## config.mk

```make
export PLATFORM = sky130hd
export DESIGN_NAME = gpu_apb_master
export DESIGN_NICKNAME = d
export VERILOG_FILES = /design/src/rtl/gpu_pkg.sv /design/src/rtl/gpu_cmd_fifo.sv /design/src/rtl/gpu_apb_master.sv
export SDC_FILE = /design/constraint.sdc
export NUM_CORES = 1
export LEC_CHECK = 0
export ABC_AREA = 1
export BUFFER_PORTS_ARGS = -buffer_cell sky130_fd_sc_hd__buf_4
export CORE_MARGIN = 2
export CORE_UTILIZATION = 52
export DETAILED_ROUTE_END_ITERATION = 7
export PLACE_DENSITY = 0.75
export SYNTH_ARGS = -nofsm -noshare
export SYNTH_HDL_FRONTEND = slang
export SYNTH_HIERARCHICAL = 1
export SYNTH_SLANG_ARGS = --single-unit
```

## constraint.sdc

```tcl
create_clock -name clk -period 2.2 [get_ports clk]
set_input_delay 0.11 -clock clk [delete_from_list [all_inputs] [get_ports clk]]
set_output_delay 0.11 -clock clk [all_outputs]
set_load 0.02 [all_outputs]
```

## src/rtl/gpu_pkg.sv

```systemverilog
// Shared types and constants for the GPU APB command path.
package gpu_pkg;

  localparam int APB_AW = 32;
  localparam int APB_DW = 32;

  typedef enum logic [1:0] {
    IDLE   = 2'd0,
    SETUP  = 2'd1,
    ACCESS = 2'd2,
    GAP    = 2'd3
  } apb_state_t;

  typedef struct packed {
    logic [APB_AW-1:0] addr;
    logic [APB_DW-1:0] data;
  } gpu_cmd_t;

endpackage

```

## src/rtl/gpu_cmd_fifo.sv

```systemverilog
// Synchronous command FIFO; the caller guarantees no push when full and no pop when empty.
module gpu_cmd_fifo
  import gpu_pkg::*;
#(
  parameter int FIFO_DEPTH = 4,
  localparam int PW = $clog2(FIFO_DEPTH),
  localparam int LW = PW + 1
) (
  input  logic          clk,
  input  logic          rst,
  input  logic          i_push,
  input  gpu_cmd_t      i_cmd,
  input  logic          i_pop,
  output gpu_cmd_t      o_head,
  output logic          o_full,
  output logic          o_empty,
  output logic [LW-1:0] o_level
);

  gpu_cmd_t      r_mem [FIFO_DEPTH];
  logic [PW-1:0] r_wr_ptr;
  logic [PW-1:0] r_rd_ptr;
  logic [LW-1:0] r_level;

  always_ff @(posedge clk) begin
    if (rst) begin
      r_wr_ptr <= '0;
      r_rd_ptr <= '0;
      r_level  <= '0;
    end else begin
      // Power-of-two depth: pointers wrap by natural overflow.
      if (i_push) r_wr_ptr <= r_wr_ptr + 1'b1;
      if (i_pop)  r_rd_ptr <= r_rd_ptr + 1'b1;
      case ({i_push, i_pop})
        2'b10:   r_level <= r_level + 1'b1;
        2'b01:   r_level <= r_level - 1'b1;
        default: r_level <= r_level;
      endcase
    end
  end

  always_ff @(posedge clk) begin
    if (i_push) r_mem[r_wr_ptr] <= i_cmd;
  end

  assign o_head  = r_mem[r_rd_ptr];
  assign o_full  = (r_level == LW'(FIFO_DEPTH));
  assign o_empty = (r_level == '0);
  assign o_level = r_level;

endmodule

```

## src/rtl/gpu_apb_master.sv

```systemverilog
// APB write initiator replaying queued GPU command words as SETUP/ACCESS pairs.
// Optional inter-transfer throttle gap enabled by GPU_APB_MASTER_GAP_EN.
module gpu_apb_master
  import gpu_pkg::*;
#(
  parameter int FIFO_DEPTH = 4,
  parameter int GAP_CYCLES = 8,
  localparam int LW = $clog2(FIFO_DEPTH) + 1
) (
  input  logic              clk,
  input  logic              rst,
  input  logic              cmd_valid_i,
  output logic              cmd_ready_o,
  input  logic [APB_AW-1:0] cmd_addr_i,
  input  logic [APB_DW-1:0] cmd_data_i,
  output logic [APB_AW-1:0] pAddr_o,
  output logic [APB_DW-1:0] pDataWrite_o,
  output logic              pSel_o,
  output logic              pEnable_o,
  output logic              pWrite_o,
  output logic              idle_o,
  output logic [LW-1:0]     level_o
);

  if (FIFO_DEPTH < 2 || (FIFO_DEPTH & (FIFO_DEPTH - 1)) != 0 ||
      GAP_CYCLES < 1 || GAP_CYCLES > 255) begin : g_bad_param
    $error("gpu_apb_master: illegal FIFO_DEPTH or GAP_CYCLES");
  end

  apb_state_t        r_state;
  logic [APB_AW-1:0] r_paddr;
  logic [APB_DW-1:0] r_pdata;
  logic              r_psel;
  logic              r_pen;
  logic              r_pwrite;
  gpu_cmd_t          w_head;
  gpu_cmd_t          w_cmd;
  logic              w_full;
  logic              w_empty;
  logic              w_push;
  logic              w_pop;
  logic              w_launch;

`ifdef GPU_APB_MASTER_GAP_EN
  logic [7:0] r_gap;
  assign w_launch = (r_state == IDLE) || (r_state == GAP && r_gap <= 8'd1);
`else
  assign w_launch = (r_state == IDLE) || (r_state == ACCESS);
`endif

  assign w_push    = cmd_valid_i && !w_full;
  assign w_pop     = w_launch && !w_empty;
  assign w_cmd     = '{addr: cmd_addr_i, data: cmd_data_i};

  gpu_cmd_fifo #(.FIFO_DEPTH(FIFO_DEPTH)) u_fifo (
    .clk     (clk),
    .rst     (rst),
    .i_push  (w_push),
    .i_cmd   (w_cmd),
    .i_pop   (w_pop),
    .o_head  (w_head),
    .o_full  (w_full),
    .o_empty (w_empty),
    .o_level (level_o)
  );

  always_ff @(posedge clk) begin
    if (rst) begin
      r_state  <= IDLE;
      r_paddr  <= '0;
      r_pdata  <= '0;
      r_psel   <= 1'b0;
      r_pen    <= 1'b0;
      r_pwrite <= 1'b0;
`ifdef GPU_APB_MASTER_GAP_EN
      r_gap    <= '0;
`endif
    end else begin
      if (w_pop) begin
        r_paddr <= w_head.addr;
        r_pdata <= w_head.data;
      end
      case (r_state)
        SETUP: begin
          r_state <= ACCESS;
          r_pen   <= 1'b1;
        end
`ifdef GPU_APB_MASTER_GAP_EN
        ACCESS: begin
          r_state  <= GAP;
          r_gap    <= GAP_CYCLES[7:0];
          r_psel   <= 1'b0;
          r_pen    <= 1'b0;
          r_pwrite <= 1'b0;
        end
        GAP: begin
          // Counter decrements to zero across exactly GAP_CYCLES idle cycles.
          if (r_gap > 8'd1) begin
            r_gap <= r_gap - 8'd1;
          end else begin
            r_gap    <= '0;
            r_state  <= w_empty ? IDLE : SETUP;
            r_psel   <= !w_empty;
            r_pwrite <= !w_empty;
          end
        end
`endif
        default: begin
          // IDLE, and ACCESS when there is no gap: launch the next entry if any.
          r_state  <= w_empty ? IDLE : SETUP;
          r_psel   <= !w_empty;
          r_pen    <= 1'b0;
          r_pwrite <= !w_empty;
        end
      endcase
    end
  end

  assign cmd_ready_o  = !w_full;
  assign pAddr_o      = r_paddr;
  assign pDataWrite_o = r_pdata;
  assign pSel_o       = r_psel;
  assign pEnable_o    = r_pen;
  assign pWrite_o     = r_pwrite;
  assign idle_o       = w_empty && (r_state == IDLE);

endmodule

```

# Word level (Yosys, flattened, before mapping)
# Memory sizes are Yosys's and may differ from the RTL's. A register that Yosys moved wholly into a read port is not among the register bits.
# Index checks and enable logic that the tools add are counted.
[totals] register_bits=11 mem_bits_rw=256 input_bits=67 output_inout_bits=72 wordCells=33 n_memories=1
[mem_list] memory="u_fifo.r_mem" words=4 word_bits=64 read_ports=1 rd_clocked_by_memory_dff=1 wr=1 line_no="gpu_cmd_fifo.sv:20" source="gpu_cmd_t r_mem [FIFO_DEPTH];"
[classes] addsub=4 n_eq_ne=5 n_mux=6 reduce_logical=10
[ops] operator="3-bit case mux with 2 select lines" count=1
[ops] operator="2-bit by 1-bit adder with 2-bit output (second input constant)" count=2
[ops] operator="2-bit by 1-bit == test with 1-bit output (second input constant)" count=2
[ops] operator="2-bit == test (second input constant)" count=2
[ops] operator="1-bit 2-to-1 mux" count=4
[ops] operator="3-bit by 1-bit adder with 3-bit output (second input constant)" count=1
[ops] operator="3-bit == test (second input constant)" count=1
[ops] operator="1-bit logical AND" count=3
[ops] operator="3-bit zero test" count=1
[ops] operator="3-bit by 1-bit subtractor with 3-bit output (second input constant)" count=1
[ops] operator="1-bit zero test" count=2
[ops] operator="2-bit zero test" count=1
[ops] operator="2-bit 2-to-1 mux" count=1
[ops] operator="2-bit nonzero test" count=1
[ops] operator="2-bit OR reduction" count=1
[ops] operator="1-bit logical OR" count=1

# Longest topological paths before layout
[depth] depth_word=5 depth_mapped=13 depth_no_buf=13

# Hierarchy
# Netlist, hierarchy kept.
[modules_own_cells] module="gpu_cmd_fifo" n_inst=1 cells_per_inst=677 area_each_um2=9939.5 seq_area_each_um2=7867.5
[modules_own_cells] module="gpu_apb_master" n_inst=1 cells_per_inst=423 area_each_um2=2772.7 seq_area_each_um2=1341.3

# Worst setup path before layout
# No wires, ideal clock.
[synth_timing] kind="flip-flop to flip-flop" start="register u_fifo.r_level[1] (netlist: u_fifo/o_level[1])" end="memory u_fifo/r_mem[0][0] (netlist name) (enable)" setup_ns=0.418 arrival_ns=2.134 required_ns=1.782 setup_slack_ns=-0.352 stages_incl_launch_ff=5 n_path_buf=0 synth_period_minus_slack_ns=2.552 path_cell_list="dfxtp_1 -> nor3_1 -> nor2_1 -> nand2_1 -> inv_1"
[synth_via] elab_chain_cells=5
[synth_lines] element="start: declaration" line_no="gpu_cmd_fifo.sv:23" source="logic [LW-1:0] r_level;"
[synth_lines] element="start signal: assignment" line_no="gpu_cmd_fifo.sv:35" source="2'b10: r_level <= r_level + 1'b1;"
[synth_lines] element="start signal: assignment" line_no="gpu_cmd_fifo.sv:36" source="2'b01: r_level <= r_level - 1'b1;"
[synth_lines] element="start signal: assignment" line_no="gpu_cmd_fifo.sv:37" source="default: r_level <= r_level;"
[synth_lines] element="3-bit == test" line_no="gpu_cmd_fifo.sv:47" source="assign o_full = (r_level == LW'(FIFO_DEPTH));"
[synth_lines] element="net w_full" line_no="gpu_apb_master.sv:38" source="logic w_full;"
[synth_lines] element="1-bit zero test" line_no="gpu_apb_master.sv:51" source="assign w_push = cmd_valid_i && !w_full;"
[synth_lines] element="1-bit logical AND" line_no="gpu_apb_master.sv:51"
[synth_lines] element="net w_push" line_no="gpu_apb_master.sv:40" source="logic w_push;"
[synth_lines] element="1-bit 2-to-1 mux" line_no="gpu_cmd_fifo.sv:43" source="if (i_push) r_mem[r_wr_ptr] <= i_cmd;"
[synth_lines] element="1-bit 2-to-1 mux (implied by the code)" line_no="gpu_cmd_fifo.sv:43"
[synth_lines] element="end: declaration" line_no="gpu_cmd_fifo.sv:20"
# The timed path passes the listed nets, and every way through them passes these cells.

# Worst setup path after layout
[layout_timing] start="register u_fifo.r_level[1] (netlist: u_fifo/o_level[1])" end="register u_fifo.r_level[2] (netlist: u_fifo/o_level[2])"
[layout_via] elab_chain_cells=5
[layout_lines] element="3-bit == test (*)" line_no="gpu_cmd_fifo.sv:47"
[layout_lines] element="net w_full" line_no="gpu_apb_master.sv:38"
[layout_lines] element="1-bit zero test (*)" line_no="gpu_apb_master.sv:51"
[layout_lines] element="1-bit logical AND (*)" line_no="gpu_apb_master.sv:51"
[layout_lines] element="net w_push" line_no="gpu_apb_master.sv:40"
[layout_lines] element="2-bit by 1-bit == test with 1-bit output / 2-bit == test (equally long branches)" line_no="gpu_cmd_fifo.sv:34" source="case ({i_push, i_pop})"
[layout_lines] element="3-bit case mux with 2 select lines / 2-bit nonzero test (equally long branches)"
# The timed path passes the listed nets; every way through them passes the cells marked *.
# A chain may end at the register's enable or synchronous reset.

==> metrics <==
post-synthesis compound-gate area fraction=0.08622; critical path's largest stage delay=0.38 ns; M1 GR Usage=0.2575; vias in the first global route=8147; CTS H-tree depth=2; Initial DRT Pass Iterations=5; worst rel slew slack=0.6107; Hold Path End=u_fifo/r_wr_ptr[0]$_SDFFE_PP0P_; cell count after synthesis=1100; Tightest Pin Transition=0.5839 ns; GPL Wtd Cong=0.7722; worst r2r path cells=12; CTS Buffer Depth=3; total net switching power=7333 uW; max cap viols=0; total wire length=25690 um; # rows=57; YS warnings=6; IO Pins=139; Clock transition at path regs=roughly 0.060 ns; Routed Antenna Nets=0; CP Capture Type=flip-flop; Peak VDD IR=~0.0012 V; largest net degree at the start of global routing=131; Slowest-stage cell, CP=fa_1; simple-gate portion of the synthesized area=0.1219; R2R setup slack=slightly below 0.3 ns; first-pass GRT wire length=40780 um; mapped cell area=around 13000 sq um; DIE WIDTH=160.4 um; Pint=13940 uW; outcome=finished clean; Detail Placement HPWL=14060 um; RSZ-0062 raised after global routing=no; Setup TNS=0 ns; Final Hold Viols=0; final std cells w/o fill=1647; most used cell along the critical path=inv_1; Worst Path Max Fanout=5; full die area=approximately 26000 sq um; Clock Skews=0.01783 ns; worst path required time=2.60 ns; final setup vio count=0; I/O Buffers=138; worst reg2reg path endpoint=u_fifo/o_level[2]$_SDFFE_PP0P_; initial core utilization=0.5258; share of cells above drive strength 1=0.1663; Core Box Area=24180 sq um; post-synthesis mux area share=0; synthesized-area fraction occupied by adder cells=0.006496; GR peak layer=met2; WS Path Type=reg -> reg; sequential share of the synthesized area=0.7244; P_leak=between 0.006 and 0.007 uW; clock sinks=332; Hold Startpoint=cmd_valid_i; Max Freq=525.5 MHz; flop and latch count out of synthesis=between 300 and 400; Yosys cell types=22; fin. max-slew vios=0; Reg2Reg Launch Point=u_fifo/o_level[1]$_SDFFE_PP0P_; post-synthesis xor/xnor area fraction=0; syn_nets=roughly 1200; post-route minimum period=1.903 ns; area growth from synthesis to layout=24.27%; Data arrival, critical path=2.30 ns; Remaining DRCs=0; met2 usage=0.3475; clock share of power=0.269; GRT Total Usage=0.1987; ANT cells=0; Overflow after GRT=0; Comb pwr share=0.335; CP Cell Sequence=nor3_2, nor2_1, inv_1, ha_1, inv_1, fa_1, inv_1, nand2_1, nand3_1, nand2_1, inv_1, nor2_1; M3 GR Usage=0.03719; pwr/cell area=1347 nW/um^2; Total Nets Final=between 1000 and 1500; placed cells=1516; fin crit share=0.8649; Worst setup SP type=flip-flop; synthesized area per cell=11.56 sq um; via count=8350; main combinational cell family by area after synthesis=simple AND/OR/NAND/NOR gates; Die H=around 160 um; path category of the worst min-delay check=in -> reg; initial DRC count=591; hold path depth=5; Seq pwr share=0.396; CTS Buf Count=36; Clock Latency Late Sink=0.52 ns; Root Buffer Master=clkbuf_16; routed len/inst=15.60 um; Sw Share=0.3447; Vias/cell=5.070; postcts setup bufs=0; antenna violations before repair=0; CTS tree=yes
[placed cells by master (no fill, tap or decap)]
cell type / count
nor2_1: 261
edfxtp_1: 256
buf_4: 144
nand2_1: 139
inv_1: 81
o21ai_0: 78
dfxtp_1: 73
dlygate4sd3_1: 65
o22ai_1: 64
o21ai_1: 56
clkbuf_16: 37
buf_12: 11
clkinv_2: 8
clkinv_1: 7
clkbuf_1: 6
clkinvlp_4: 5
a21oi_1: 5
ha_1: 5
nor3_1: 2
inv_2: 2
nand3_1: 2
nand4_1: 2
inv_6: 2
bufinv_16: 2
clkbuf_8: 2
dfxtp_2: 2
nor2_4: 1
clkinv_8: 1
inv_4: 1
nor3_2: 1
fa_1: 1
dfxtp_4: 1
[Yosys cell counts]
cell | n | area, sq um
a21oi_1 | 5 | 25.02
buf_2 | 7 | 35.03
buf_4 | 14 | 105.1
buf_6 | 19 | 214.0
clkbuf_1 | 20 | 75.07
clkbuf_2 | 3 | 15.01
clkinv_1 | 1 | 3.750
dfxtp_1 | 76 | 1521
edfxtp_1 | 256 | 7687
fa_1 | 1 | 20.02
ha_1 | 5 | 62.56
inv_1 | 86 | 322.8
inv_2 | 1 | 3.750
nand2_1 | 139 | 521.8
nand3_1 | 2 | 10.01
nand4_1 | 2 | 12.51
nor2_1 | 261 | 979.7
nor2_4 | 1 | 11.26
nor3_1 | 3 | 15.01
o21ai_0 | 78 | 390.4
o21ai_1 | 56 | 280.3
o22ai_1 | 64 | 400.4
[state kept, by name, indices dropped and copies added, names as in the netlist, named ones only]
name             flops
r_state              2
u_fifo/r_mem       256
pDataWrite_o        32
pAddr_o             32
u_fifo/o_level       3
u_fifo/r_rd_ptr      2
u_fifo/r_wr_ptr      2
pWrite_o             1
[worst max-delay path: cells and delay by family (launching register included)]
family	cells	cell delay, ns
AND/OR/NAND/NOR	6	0.56
buffers and inverters	4	0.32
flip-flops	1	0.35
adder cells (fa/ha/maj)	2	0.56
[stage by stage]
stage,area (sq um),power [uW],hold slack (ns),utilization,setup slack [ns]
after floorplan,12730,13550,0.1824,-,0.03326
after global placement,14000,15430,0.2957,0.5790,0.3220
after detailed placement,14000,15600,0.3005,0.5790,0.2603
after CTS,15790,21420,0.08109,0.6532,0.2449
after global routing,15800,22590,0.1465,0.6534,0.1236
final,15800,21270,0.1062,0.6534,0.2972
[logic make-up after synthesis]
group,Yosys count
simple gates,408
flops,332
compound gates,203
buf+inv,151
fa+ha+maj,6
[worst max path at each step]
stage,start,to,slack (ns),cells past startpoint
after floorplan,u_fifo/o_level[1]$_SDFFE_PP0P_,u_fifo/r_mem[1][0]$_DFFE_PP_,0.03,4
after global placement,u_fifo/o_level[1]$_SDFFE_PP0P_,u_fifo/o_level[2]$_SDFFE_PP0P_,0.32,12
after detailed placement,u_fifo/o_level[1]$_SDFFE_PP0P_,u_fifo/o_level[2]$_SDFFE_PP0P_,0.26,12
after CTS,u_fifo/o_level[1]$_SDFFE_PP0P_,u_fifo/o_level[2]$_SDFFE_PP0P_,0.24,12
after global routing,u_fifo/o_level[1]$_SDFFE_PP0P_,u_fifo/o_level[2]$_SDFFE_PP0P_,0.12,11
final,u_fifo/o_level[1]$_SDFFE_PP0P_,u_fifo/o_level[2]$_SDFFE_PP0P_,0.30,12
[area by class of cell]
type,instances,area [sq um]
inverters,88,347.8
repair buffers,220,1952
clock buffers,45,975.9
fillers,1796,8379
well taps,324,405.4
multi-input cells,617,2734
flip-flops and latches,332,9215
clock inverters,21,167.7
[repair_timing]
action | CTS | global route
hold buffers | 65 | 0
resized for setup | 0 | 1
endpoints found under the setup margin | 0 | 1
endpoints found under the hold margin | 257 | 0
[layer usage]
layer	part of all wire	wire (um)	up-vias
li1	-	-	4134
met1	0.42	10810	3949
met2	0.50	12880	230
met3	0.061	1560	37
met4	0.017	435	0
met5	0	0	-
[power by group through the flow]
stage | logic, uW | clock network, uW | registers, uW
floorplan | 4260 | 0 | 9300
global placement | 6900 | 0 | 8530
detailed placement | 7040 | 0 | 8560
CTS | 7180 | 5810 | 8440
global route | 7950 | 6090 | 8550
finish | 7120 | 5720 | 8430
No activity file was read; power rests on OpenSTA's default activity.
